`src/rtl/alu_seq_8_pkg.sv`:
```
// Shared opcode constants and FSM state encoding for the alu_seq_8 execution stage.
package alu_pkg;

   localparam logic [7:0] OP_ADD  = 8'h00;
   localparam logic [7:0] OP_SUB  = 8'h01;
   localparam logic [7:0] OP_AND  = 8'h02;
   localparam logic [7:0] OP_OR   = 8'h03;
   localparam logic [7:0] OP_XOR  = 8'h04;
   localparam logic [7:0] OP_MUL  = 8'h05;
   localparam logic [7:0] OP_DIV  = 8'h06;
   localparam logic [7:0] OP_MOD  = 8'h07;
   localparam logic [7:0] OP_SHL  = 8'h08;
   localparam logic [7:0] OP_SHR  = 8'h09;
   localparam logic [7:0] OP_LAST = OP_SHR;

   typedef enum logic [1:0] {
      IDLE = 2'd0,
      CALC = 2'd1,
      ITER = 2'd2
   } state_e;

   function automatic logic is_iter_op(input logic [7:0] op);
      return (op == OP_MUL) || (op == OP_DIV) || (op == OP_MOD);
   endfunction

endpackage

```
`src/rtl/alu_seq_8_muldiv.sv`:
```
// Iterative unsigned engine: shift-add multiply or restoring divide, one bit per clock.
module seq_muldiv_8 #(
   parameter int WIDTH = 8
) (
   input  logic               clk,
   input  logic               rst_n,
   input  logic               start_i,
   input  logic               is_div_i,
   input  logic [WIDTH-1:0]   a_i,
   input  logic [WIDTH-1:0]   b_i,
   output logic [2*WIDTH-1:0] prod_o,
   output logic [WIDTH-1:0]   rem_o,
   output logic               done_o
);

   localparam int CW = (WIDTH > 1) ? $clog2(WIDTH) : 1;
   localparam logic [CW-1:0] LAST = CW'(WIDTH - 1);

   // hi holds the partial product (mul) or partial remainder (div); lo holds multiplier/quotient
   logic [WIDTH:0]   hi_q, hi_d;
   logic [WIDTH-1:0] lo_q, lo_d;
   logic [WIDTH-1:0] m_q;
   logic             div_q;
   logic             act_q;
   logic [CW-1:0]    cnt_q;
   logic [WIDTH:0]   sum;
   logic [WIDTH:0]   shl;

   always_comb begin
      sum  = '0;
      shl  = '0;
      hi_d = hi_q;
      lo_d = lo_q;
      if (div_q) begin
         shl = {hi_q[WIDTH-1:0], lo_q[WIDTH-1]};
         if (shl >= {1'b0, m_q}) begin
            hi_d = shl - {1'b0, m_q};
            lo_d = {lo_q[WIDTH-2:0], 1'b1};
         end else begin
            hi_d = shl;
            lo_d = {lo_q[WIDTH-2:0], 1'b0};
         end
      end else begin
         sum  = {1'b0, hi_q[WIDTH-1:0]} + (lo_q[0] ? {1'b0, m_q} : '0);
         hi_d = {1'b0, sum[WIDTH:1]};
         lo_d = {sum[0], lo_q[WIDTH-1:1]};
      end
   end

   // The final step's values go straight out so the caller can register them on that same edge
   assign prod_o = {hi_d[WIDTH-1:0], lo_d};
   assign rem_o  = hi_d[WIDTH-1:0];
   assign done_o = act_q && (cnt_q == LAST);

   always_ff @(posedge clk or negedge rst_n) begin
      if (!rst_n) begin
         hi_q  <= '0;
         lo_q  <= '0;
         m_q   <= '0;
         div_q <= 1'b0;
         act_q <= 1'b0;
         cnt_q <= '0;
      end else if (start_i) begin
         hi_q  <= '0;
         lo_q  <= is_div_i ? a_i : b_i;
         m_q   <= is_div_i ? b_i : a_i;
         div_q <= is_div_i;
         act_q <= 1'b1;
         cnt_q <= '0;
      end else if (act_q) begin
         hi_q  <= hi_d;
         lo_q  <= lo_d;
         cnt_q <= cnt_q + CW'(1);
         if (cnt_q == LAST) begin
            act_q <= 1'b0;
            cnt_q <= '0;
         end
      end
   end

endmodule

```
`src/rtl/alu_seq_8.sv`:
```
// Execution stage: single-cycle logic ops plus iterative mul/div, registered result and flags.
module alu_seq_8
   import alu_pkg::*;
#(
   parameter int WIDTH = 8
) (
   input  logic               clk,
   input  logic               reset,
   input  logic [WIDTH-1:0]   num_1,
   input  logic [WIDTH-1:0]   num_2,
   input  logic [7:0]         op_code,
   input  logic               i_ready,
   output logic [2*WIDTH-1:0] result,
   output logic               flag_zero,
   output logic               flag_carry,
   output logic               flag_err,
   output logic               busy,
   output logic               overrun,
   output logic               o_ready
);

   localparam int SW = (WIDTH > 1) ? $clog2(WIDTH) : 1;

   state_e             state_q;
   logic [WIDTH-1:0]   a_q, b_q;
   logic [7:0]         op_q;
   logic [2*WIDTH-1:0] result_q;
   logic               zero_q, carry_q, err_q, overrun_q, oready_q;

   logic               accept, iter_go, md_start, md_done;
   logic [2*WIDTH-1:0] md_prod, iter_res, calc_res;
   logic [WIDTH-1:0]   md_rem;
   logic [WIDTH:0]     add_w;
   logic               calc_carry, calc_err;

   assign accept   = (state_q == IDLE) && i_ready;
   assign iter_go  = is_iter_op(op_code) && (num_2 != '0);
   assign md_start = accept && iter_go;

   seq_muldiv_8 #(.WIDTH(WIDTH)) u_muldiv (
      .clk      (clk),
      .rst_n    (reset),
      .start_i  (md_start),
      .is_div_i (op_code != OP_MUL),
      .a_i      (num_1),
      .b_i      (num_2),
      .prod_o   (md_prod),
      .rem_o    (md_rem),
      .done_o   (md_done)
   );

   always_comb begin
      iter_res = {{WIDTH{1'b0}}, md_rem};
      if (op_q == OP_MUL)      iter_res = md_prod;
      else if (op_q == OP_DIV) iter_res = {{WIDTH{1'b0}}, md_prod[WIDTH-1:0]};
   end

   // MUL/DIV/MOD only reach CALC with a zero divisor/multiplier, so their result is 0 here
   always_comb begin
      calc_res   = '0;
      calc_carry = 1'b0;
      calc_err   = 1'b0;
      add_w      = {1'b0, a_q} + {1'b0, b_q};
      if (op_q > OP_LAST) begin
         calc_err = 1'b1;
      end else begin
         case (op_q)
            OP_ADD: begin
               calc_res   = {{(WIDTH-1){1'b0}}, add_w};
               calc_carry = add_w[WIDTH];
            end
            OP_SUB: begin
               calc_res   = {{WIDTH{1'b0}}, a_q - b_q};
               calc_carry = (a_q < b_q);
            end
            OP_AND:         calc_res = {{WIDTH{1'b0}}, a_q & b_q};
            OP_OR:          calc_res = {{WIDTH{1'b0}}, a_q | b_q};
            OP_XOR:         calc_res = {{WIDTH{1'b0}}, a_q ^ b_q};
            OP_DIV, OP_MOD: calc_err = 1'b1;
            OP_SHL:         calc_res = {{WIDTH{1'b0}}, a_q} << b_q[SW-1:0];
            OP_SHR:         calc_res = {{WIDTH{1'b0}}, a_q >> b_q[SW-1:0]};
            default:        calc_res = '0;
         endcase
      end
   end

   always_ff @(posedge clk or negedge reset) begin
      if (!reset) begin
         state_q   <= IDLE;
         a_q       <= '0;
         b_q       <= '0;
         op_q      <= '0;
         result_q  <= '0;
         zero_q    <= 1'b0;
         carry_q   <= 1'b0;
         err_q     <= 1'b0;
         overrun_q <= 1'b0;
         oready_q  <= 1'b0;
      end else begin
         oready_q <= 1'b0;
         if (i_ready && (state_q != IDLE)) overrun_q <= 1'b1;
         case (state_q)
            IDLE: begin
               if (i_ready) begin
                  a_q     <= num_1;
                  b_q     <= num_2;
                  op_q    <= op_code;
                  state_q <= iter_go ? ITER : CALC;
               end
            end
            CALC: begin
               result_q <= calc_res;
               zero_q   <= (calc_res == '0);
               carry_q  <= calc_carry;
               err_q    <= calc_err;
               oready_q <= 1'b1;
               state_q  <= IDLE;
            end
            ITER: begin
               if (md_done) begin
                  result_q <= iter_res;
                  zero_q   <= (iter_res == '0);
                  carry_q  <= 1'b0;
                  err_q    <= 1'b0;
                  oready_q <= 1'b1;
                  state_q  <= IDLE;
               end
            end
            default: state_q <= IDLE;
         endcase
      end
   end

   assign result     = result_q;
   assign flag_zero  = zero_q;
   assign flag_carry = carry_q;
   assign flag_err   = err_q;
   assign busy       = (state_q != IDLE);
   assign overrun    = overrun_q;
   assign o_ready    = oready_q;

endmodule

```
`config.mk`:
```
export PLATFORM = sky130hd
export DESIGN_NAME = alu_seq_8
export DESIGN_NICKNAME = d
export VERILOG_FILES = /design/src/rtl/alu_seq_8_pkg.sv /design/src/rtl/alu_seq_8_muldiv.sv /design/src/rtl/alu_seq_8.sv
export SDC_FILE = /design/constraint.sdc
export NUM_CORES = 1
export LEC_CHECK = 0
export CAP_MARGIN = 20
export CORE_UTILIZATION = 56
export CTS_BUF_LIST = sky130_fd_sc_hd__clkbuf_4 sky130_fd_sc_hd__clkbuf_8
export DETAILED_ROUTE_END_ITERATION = 6
export GPL_ROUTABILITY_DRIVEN = 0
export GPL_TIMING_DRIVEN = 1
export PLACE_DENSITY = 0.85
export SYNTH_ARGS = -nofsm -noshare
export SYNTH_HDL_FRONTEND = slang
export SYNTH_SLANG_ARGS = --single-unit
```
`constraint.sdc`:
```
create_clock -name clk -period 3 [get_ports clk]
set_input_delay 0.6 -clock clk [delete_from_list [all_inputs] [get_ports clk]]
set_output_delay 0.6 -clock clk [all_outputs]
set_load 0.05 [all_outputs]
```
# Word-level counts from Yosys, hierarchy flattened
# Index checks and enable logic that the tools add are counted.
[totals]
register_bits = 76
inputBits = 27
out_inout_bits = 22
word_cells = 104
[classes]
muxes = 38
eq_ne = 18
n_lt_le_gt_ge = 3
shifts = 2
bitwise = 3
add_sub_neg = 5
n_reduce_logical = 19
[ops]
columns = ["operator", "count"]
rows = [
  ["$pmux W16 S7", 1],
  ["$mux W8", 11],
  ["$eq A8 B3 Y1 const B", 7],
  ["$mux W16", 3],
  ["$logic_not A16 Y1", 2],
  ["$pmux W16 S2", 1],
  ["$add A8 B8 Y9", 2],
  ["$eq A8 B2 Y1 const B", 2],
  ["$eq A8 B4 Y1 const B", 2],
  ["$shl A8 B3 Y16", 1],
  ["$sub A8 B8 Y8", 2],
  ["$mux W1", 10],
  ["$pmux W1 S2", 5],
  ["$ge A9 B8 Y1", 1],
  ["$mux W3", 3],
  ["$and A8 B8 Y8", 1],
  ["$eq A8 B1 Y1 const B", 1],
  ["$gt A8 B4 Y1 const B", 1],
  ["$logic_not A8 Y1", 1],
  ["$lt A8 B8 Y1", 1],
  ["$ne A8 B3 Y1 const B", 1],
  ["$or A8 B8 Y8", 1],
  ["$reduce_bool A8 Y1", 1],
  ["$shr A8 B3 Y8", 1],
  ["other kinds (14)", 26],
]

# Longest topological paths before layout
# Gate-level depths: netlist of run 1.
[logic_depth]
ltp_word = 8
mapped_depth = 12
ltp_nobuf = 12

# Modules after synthesis
# Synthesis of run 1 repeated with hierarchy kept, for this count alone.
[unflattened]
cells_unflattened = 752
hier_area_um2 = 6606.3
[modules_own_cells]
columns = ["module", "seq_area_each_um2", "n_inst", "cells_per_inst", "area_each_um2"]
rows = [
  ["alu_seq_8", 1176.1, 1, 466, 4141.5],
  ["seq_muldiv_8", 725.7, 1, 286, 2464.9],
]

# Worst setup path after synthesis of run 1
# No wires, ideal clock.
[synth_timing]
path_kind = "reg2reg"
start = "register b_q[1]"
end = "register zero_q (netlist: flag_zero)"
path_slack_ns = -0.025
path_buffers = 2
setup_time_ns = 0.095
path_stages_with_launch = 12
arrival_time_ns = 2.929
cell_sequence = "dfrtp_1 > buf_2 > buf_2 > clkinv_1 > fa_1 > mux4_2 > o2bb2ai_1 > a211o_1 > or4_1 > nor4_2 > a41oi_1 > o31ai_1"
[synth_via]
elab_chain_cells = 5
[synth_rtl]
columns = ["item", "line_no", "source"]
rows = [
  ["start: declaration", "alu_seq_8.sv:25", "logic [WIDTH-1:0] a_q, b_q;"],
  ["start signal: assignment", "alu_seq_8.sv:106", "b_q <= num_2;"],
  ["$sub A8 B8 Y8 (tied with other cells)", "alu_seq_8.sv:73", "calc_res = {{WIDTH{1'b0}}, a_q - b_q};"],
  ["$pmux W16 S7 (*)", "alu_seq_8.sv:67", "case (op_q)"],
  ["$mux W16 (*)", "alu_seq_8.sv:64", "if (op_q > OP_LAST) begin"],
  ["$logic_not A16 Y1 (*)", "alu_seq_8.sv:113", "zero_q <= (calc_res == '0);"],
  ["$pmux W1 S2 (*)", "alu_seq_8.sv:102", "case (state_q)"],
  ["end signal: assignment", "alu_seq_8.sv:113", ""],
  ["end signal: assignment", "alu_seq_8.sv:122", "zero_q <= (iter_res == '0);"],
  ["end: declaration", "alu_seq_8.sv:28", "logic zero_q, carry_q, err_q, overrun_q, oready_q;"],
]
# Mark *: on every way between the ends. The rest lies on a longest branch, timed or not.
# A chain may end at the register's enable or synchronous reset.

# Worst setup path in the final report of run 1
[layout_timing]
start = "register u_muldiv.m_q[2]"
end = "register zero_q (netlist: flag_zero)"
[layout_via]
elab_chain_cells = 8
[layout_rtl]
columns = ["item", "line_no", "source"]
rows = [
  ["start: declaration", "alu_seq_8_muldiv.sv:22", "logic [WIDTH-1:0] m_q;"],
  ["start signal: assignment", "alu_seq_8_muldiv.sv:66", "m_q <= is_div_i ? b_i : a_i;"],
  ["$mux W8 (tied with other cells)", "alu_seq_8_muldiv.sv:44", "sum = {1'b0, hi_q[WIDTH-1:0]} + (lo_q[0] ? {1'b0, m_q} : '0);"],
  ["$add A8 B8 Y9 (tied with other cells)", "alu_seq_8_muldiv.sv:44", ""],
  ["$mux W8", "alu_seq_8_muldiv.sv:34", "if (div_q) begin"],
  ["$mux W8", "alu_seq_8.sv:55", "else if (op_q == OP_DIV) iter_res = {{WIDTH{1'b0}}, md_prod[WIDTH-1:0]};"],
  ["$mux W16 (*)", "alu_seq_8.sv:54", "if (op_q == OP_MUL) iter_res = md_prod;"],
  ["$logic_not A16 Y1 (*)", "alu_seq_8.sv:122", ""],
  ["$mux W1 (*)", "alu_seq_8.sv:120", "if (md_done) begin"],
  ["$pmux W1 S2 (*)", "alu_seq_8.sv:102", ""],
]
# Mark *: on every way between the ends. The rest lies on a longest branch, timed or not. The select of a mux whose other input is x is not followed.

==> results of run 1 <==
==> through the flow <==
stage / hold slack, ns / setup WS, ns / setup TNS (ns) / std cells / cell area, µm²
6_report: 0.365 / 0.0658 / 0 / 964 / 7640
5_1_grt: 0.460 / -0.0333 / -0.0453 / 964 / 7640
4_1_cts: 0.403 / 0.00970 / 0 / 961 / 7540
3_5_place_dp: 0.445 / -0.116 / -0.116 / 945 / 7320
3_3_place_gp: 0.442 / -0.00707 / -0.00707 / 945 / 7320
2_1_floorplan: 0.304 / 0.0888 / 0 / 759 / 6550
==> cells by family after synthesis <==
family | share of synthesized area [%]
AND/OR/NAND/NOR | 16.5
AO/OA/AOI/OAI | 21.0
buffers and inverters | 5.79
multiplexers | 15.9
flip-flops | 29.1
adder cells (fa/ha/maj) | 10.0
XOR/XNOR | 1.74
==> layout by cell type (no fill, tap or decap), drive strengths merged, types with 33 or more instances in the layout <==
| cell | count |
|---|---|
| mux2i | 38 |
| buf | 40 |
| dfrtp | 76 |
| a21oi | 70 |
| ha | 46 |
| clkdlybuf4s50 | 47 |
| nand2 | 45 |
| o21ai | 33 |
| inv | 57 |
| nor2 | 96 |
| mux2 | 37 |
==> cell type report <==
type,count,area (µm²),share of cell area (%)
inverters,56,211,2.77
repair buffers,87,796,10.4
clock buffers,10,131,1.72
multi-input cells,586,4350,56.9
well taps,143,179,2.34
flip-flops and latches,76,1900,24.9
clock inverters,6,71.3,0.933
==> routing by layer <==
layer	vias up	share of wire (%)	GRT usage (%)
li1	2891	-	-
met1	2981	40	44.5
met2	440	45	52.7
met3	91	11	6.70
met4	0	4.0	14.9
met5	-	0	0
==> repair_timing <==
action,in CTS,in global routing
endpoints found under the setup margin,1,7
buffers inserted,0,3
resized for setup,3,17
pin swaps,0,4
==> registers in the layout, summed over array words and instances (netlist names), 2 cells and up <==
name / flops
u_muldiv.m_q: 8
state_q: 2
a_q: 8
op_q: 8
u_muldiv.cnt_q: 3
b_q: 8
u_muldiv.hi_q: 8
u_muldiv.lo_q: 8
result: 16
==> worst max-delay path: cells and delay by family, from the launching register on <==
kind	cells	cell delay (ns)
multiplexers	2	0.85
AO/OA/AOI/OAI	4	0.78
flip-flops	1	0.39
adder cells (fa/ha/maj)	1	0.33
buffers and inverters	2	0.27
AND/OR/NAND/NOR	2	0.21
==> report_power, final <==
part,switching (mW),internal (mW)
Sequential,0.283,1.29
Clock,0.433,0.401
Combinational,2.34,1.65
==> worst paths after layout <==
| kind | from | endpoint | slack, ns | cells after the start |
|---|---|---|---|---|
| max in group asynchronous | reset | a_q[0] | 1.96 | 1 |
| worst max-delay path | u_muldiv.m_q[2] | flag_zero | 0.07 | 11 |
| worst min-delay path | reset | u_muldiv.cnt_q[1] | 0.37 | 1 |
| min in group clk | overrun | overrun | 0.46 | 1 |
| worst min register to register | overrun | overrun | 0.46 | 1 |
| worst max register to register | u_muldiv.m_q[2] | flag_zero | 0.07 | 11 |
==> reports/qor.yml, run 1 <==
status: "finished with violations"
violations: "DRC"
drc: 12
setup_violations: 0
hpwlAfterDp_um: 14300
syn_area_um2: 6540
end_kind: "flip-flop"
crit_slowest_cell: "mux4_2"
gr-usage-all-layers_pct: 33.4
dieArea_um2: 12100
worstSetupPathType: "reg2reg"
worst_ep_required_time_ns: 3.28
synth_ff_type: "dfrtp_1"
synth_area_leaders: "dfrtp_1 29%, ha_1 8.8%, mux2_2 6.2%"
grt_max_degree: 77
synthDistinctLibCells: 72
nFillCells: 893
drv_slew: 0
grt_overflow: 0
cap_violations: 0
cp_cell_sequence: "inv_1 > ha_2 > a21oi_1 > o21ai_1 > a21oi_4 > buf_12 > mux2_2 > mux4_2 > nor3_2 > nand2_1 > o31ai_2"
synth_common_cells: "96 x nor2_1, 76 x dfrtp_1, 69 x a21oi_1"
via_per_inst: 6.64
hold_violations: 0
async_reset_ff_share_pct: 100
insertion_delay_ns: 0.37
leakage_nw: 3.36
setup.worst_path.start_class: "flip-flop"
power_density_nw_per_um2: 836
fmax_mhz: 341
wirelength_um: 19300
wire_per_inst_um: 20.0
finalCriticalPeriod_ns: 2.93
hold_buffers: 0
cp_max_fo: 6
diodes: 0
finalClockSkew_ns: 0.0158
grt_pass1_vias: 6099
dr.pass1.iters: 7
syn-num-nets: 836
die_w_um: 110
synth_edf_count: 0
yosysMostFrequentCell: "nor2_1"
area_delta_synth_final_pct: 16.8
drtAntennaViolNets: 0
h-tree-depth: 3
final_util_pct: 66.9
io_buffers: 48
synthCells: 759
peakVddDrop_uv: 428
core_area_um2: 11400
numClockSinks: 76
rows: 39
cts_made_buffers: 9
synth_top_area_cell: "dfrtp_1"
worstMarginPinSlew_ns: 0.947
die_h_um: 110
arrival_ns: 3.21
grt_antenna_before_repair: 0
netlist.area_leader.share_pct: 29.1
final.period_utilization_pct: 97.8
cts.path.max_buffers: 2
cts-root-buf: "clkbuf_8"
synth_area_per_cell_um2: 8.62
yosysWarnings: 0
relSlewSlack_pct: 36.9
drt_iter0_markers: 993
cp_slowest_stage_delay_ns: 0.51
hp-class: "in2async"
vias: 6403
cts_tree: "done"
fin_nets: 893
clk_pin_slew_ns: 0.09
ios: 49
start_util_pct: 57.3
ys_seq_area_share_pct: 29.1
drive_gt1_share_pct: 15.0
grt_pass1_wl_um: 30600
p_total_mw: 6.39
synth_seq_cells: 76
(Power assumes the default switching activity.)
==> run 2: changes to the inputs <==
CORE_UTILIZATION = 60   (was 56)
CTS_BUF_LIST = not set   (was sky130_fd_sc_hd__clkbuf_4 sky130_fd_sc_hd__clkbuf_8)
PLACE_DENSITY = 0.86   (was 0.85)
SLEW_MARGIN = 20   (was not set)
clock period = 3.1 ns   (was 3 ns; I/O delays follow)
==> run 2 against run 1 <==
The flow now finishes without violations. Critical path type unchanged. Worst hold slack gained 0.012 ns. Fmax is 3.2% lower. Worst setup slack gained 0.0035 ns. Non-clock buffer count fell by 7. First-iteration DRC count fell by 40%. Via count decreased by 1.7%. Power fell by 6.6%. Critical endpoint is now result[7]. Sequential power barely moved. Count of clock-buffer cells in the layout is 1 lower. Routed wire length shrank 1.1%.
==> reports/qor.yml, run 2 (synthesis gave the netlist of run 1 again) <==
status: "completed"
power_density_nw_per_um2: 797
drc: 0
hpwlAfterDp_um: 14100
final_cell_mix: "95 x nor2_1, 75 x dfrtp_1, 68 x a21oi_1, 55 x inv_1, 47 x clkdlybuf4s50_1"
cap_violations: 0
worst_ep_required_time_ns: 3.35
dr.pass1.iters: 5
cts.path.max_buffers: 2
finalClockSkew_ns: 0.0209
io_buffers: 48
rows: 37
finalCriticalPeriod_ns: 3.03
fin_cells: 950
dieArea_um2: 11300
vias: 6296
setup_tns_ns: 0
fmax_mhz: 330
setup.worst_path.start_class: "flip-flop"
wirelength_um: 19000
drive_gt1_share_pct: 13.3
worst-r2r-setup-slack_ns: 0.07
area_delta_synth_final_pct: 14.5
core_area_um2: 10500
h-tree-depth: 3
diodes: 0
rsz0062_at_grt: "yes"
hold_violations: 0
startpoint: "u_muldiv.lo_q[0]"
grt_overflow: 0
hold_buffers: 0
setup_violations: 0
gr-usage-all-layers_pct: 34.7
cts_tree: "done"
hp-class: "in2async"
drt_iter0_markers: 599
crit_end: "result[7]"
grt_max_degree: 77
grt_antenna_before_repair: 0
arrival_ns: 3.28
ios: 49
final.period_utilization_pct: 97.8
die_h_um: 106
start_util_pct: 62.5
relSlewSlack_pct: 34.1
cts-root-buf: "clkbuf_8"
largest_reg_flops: 16
numClockSinks: 76
leakage_nw: 3.30
drtAntennaViolNets: 0
die_w_um: 106
clk_pin_slew_ns: 0.09
wire_per_inst_um: 20.0
grt_pass1_wl_um: 30400
dp_cells: 929
final_util_pct: 71.6
drv_slew: 0
via_per_inst: 6.63
cts_made_buffers: 9
r2r_end: "result[7]"
worstMarginPinSlew_ns: 0.989
fin_nets: 886
peakVddDrop_uv: 591
end_kind: "flip-flop"
r2r_cells: 11
insertion_delay_ns: 0.37
worstSetupPathType: "reg2reg"
cp_max_fo: 7
grt_pass1_vias: 6018
worstReg2RegStart: "u_muldiv.lo_q[0]"
final_common_cell: "nor2_1"
run 2: routing by layer:
layer  global-route usage [%]  vias up  routed length (µm)
met4                     15.4        0                 738
met3                     6.01       63                1670
li1                         -     2867                   -
met5                        0        -                   0
met2                     55.7      364                8990
met1                     45.9     3002                7640
run 2: cell type report:
cell class / count / area (µm²)
multi-input combinational: 586 / 4300
fill: 807 / 2970
sequential: 76 / 1900
timing repair buffer: 80 / 731
inverter: 56 / 214
tap: 136 / 170
clock buffer: 9 / 124
clock inverter: 7 / 55.1
run 2: how the worst min path moves through the flow:
| stage | start | endpoint | slack, ns | depth (start not counted) |
|---|---|---|---|---|
| global route | reset | u_muldiv.m_q[5] | 0.47 | 1 |
| finish | reset | u_muldiv.m_q[5] | 0.38 | 1 |
| global placement | overrun | overrun | 0.44 | 1 |
| CTS | reset | u_muldiv.div_q | 0.44 | 1 |
| floorplan | reset | a_q[0] | 0.32 | 0 |
| detailed placement | overrun | overrun | 0.46 | 1 |
run 2: critical path, cell delays in order (launching register included):
cell and delay (ns):
dfrtp_1 0.41, inv_1 0.21, nor2_1 0.08, ha_1 0.35, o21ai_0 0.20, a21oi_1 0.12
o31ai_2 0.26, a21oi_1 0.17, mux2_2 0.28, a221oi_1 0.36, a21oi_1 0.15, mux2_2 0.32
run 2: timing repair:
| action | CTS | global route |
|---|---|---|
| setup buffers | 0 | 5 |
| gates resized for setup | 0 | 10 |
| endpoints found under the setup margin | 0 | 6 |
run 2: metrics by stage:
| step | setup WS, ns | power [mW] | hold slack (ns) | area (µm²) |
|---|---|---|---|---|
| finish | 0.0694 | 5.97 | 0.377 | 7490 |
| global route | -0.0447 | 6.32 | 0.468 | 7490 |
| CTS | 0.00171 | 5.78 | 0.443 | 7420 |
| detailed placement | 0.0367 | 5.04 | 0.459 | 7240 |
| global placement | 0.149 | 4.88 | 0.437 | 7240 |
| floorplan | 0.0753 | 4.00 | 0.324 | 6540 |
run 2: report_power, final:
| group | internal, mW | switching [mW] |
|---|---|---|
| Combinational | 1.52 | 2.15 |
| Clock | 0.301 | 0.434 |
| Sequential | 1.24 | 0.312 |
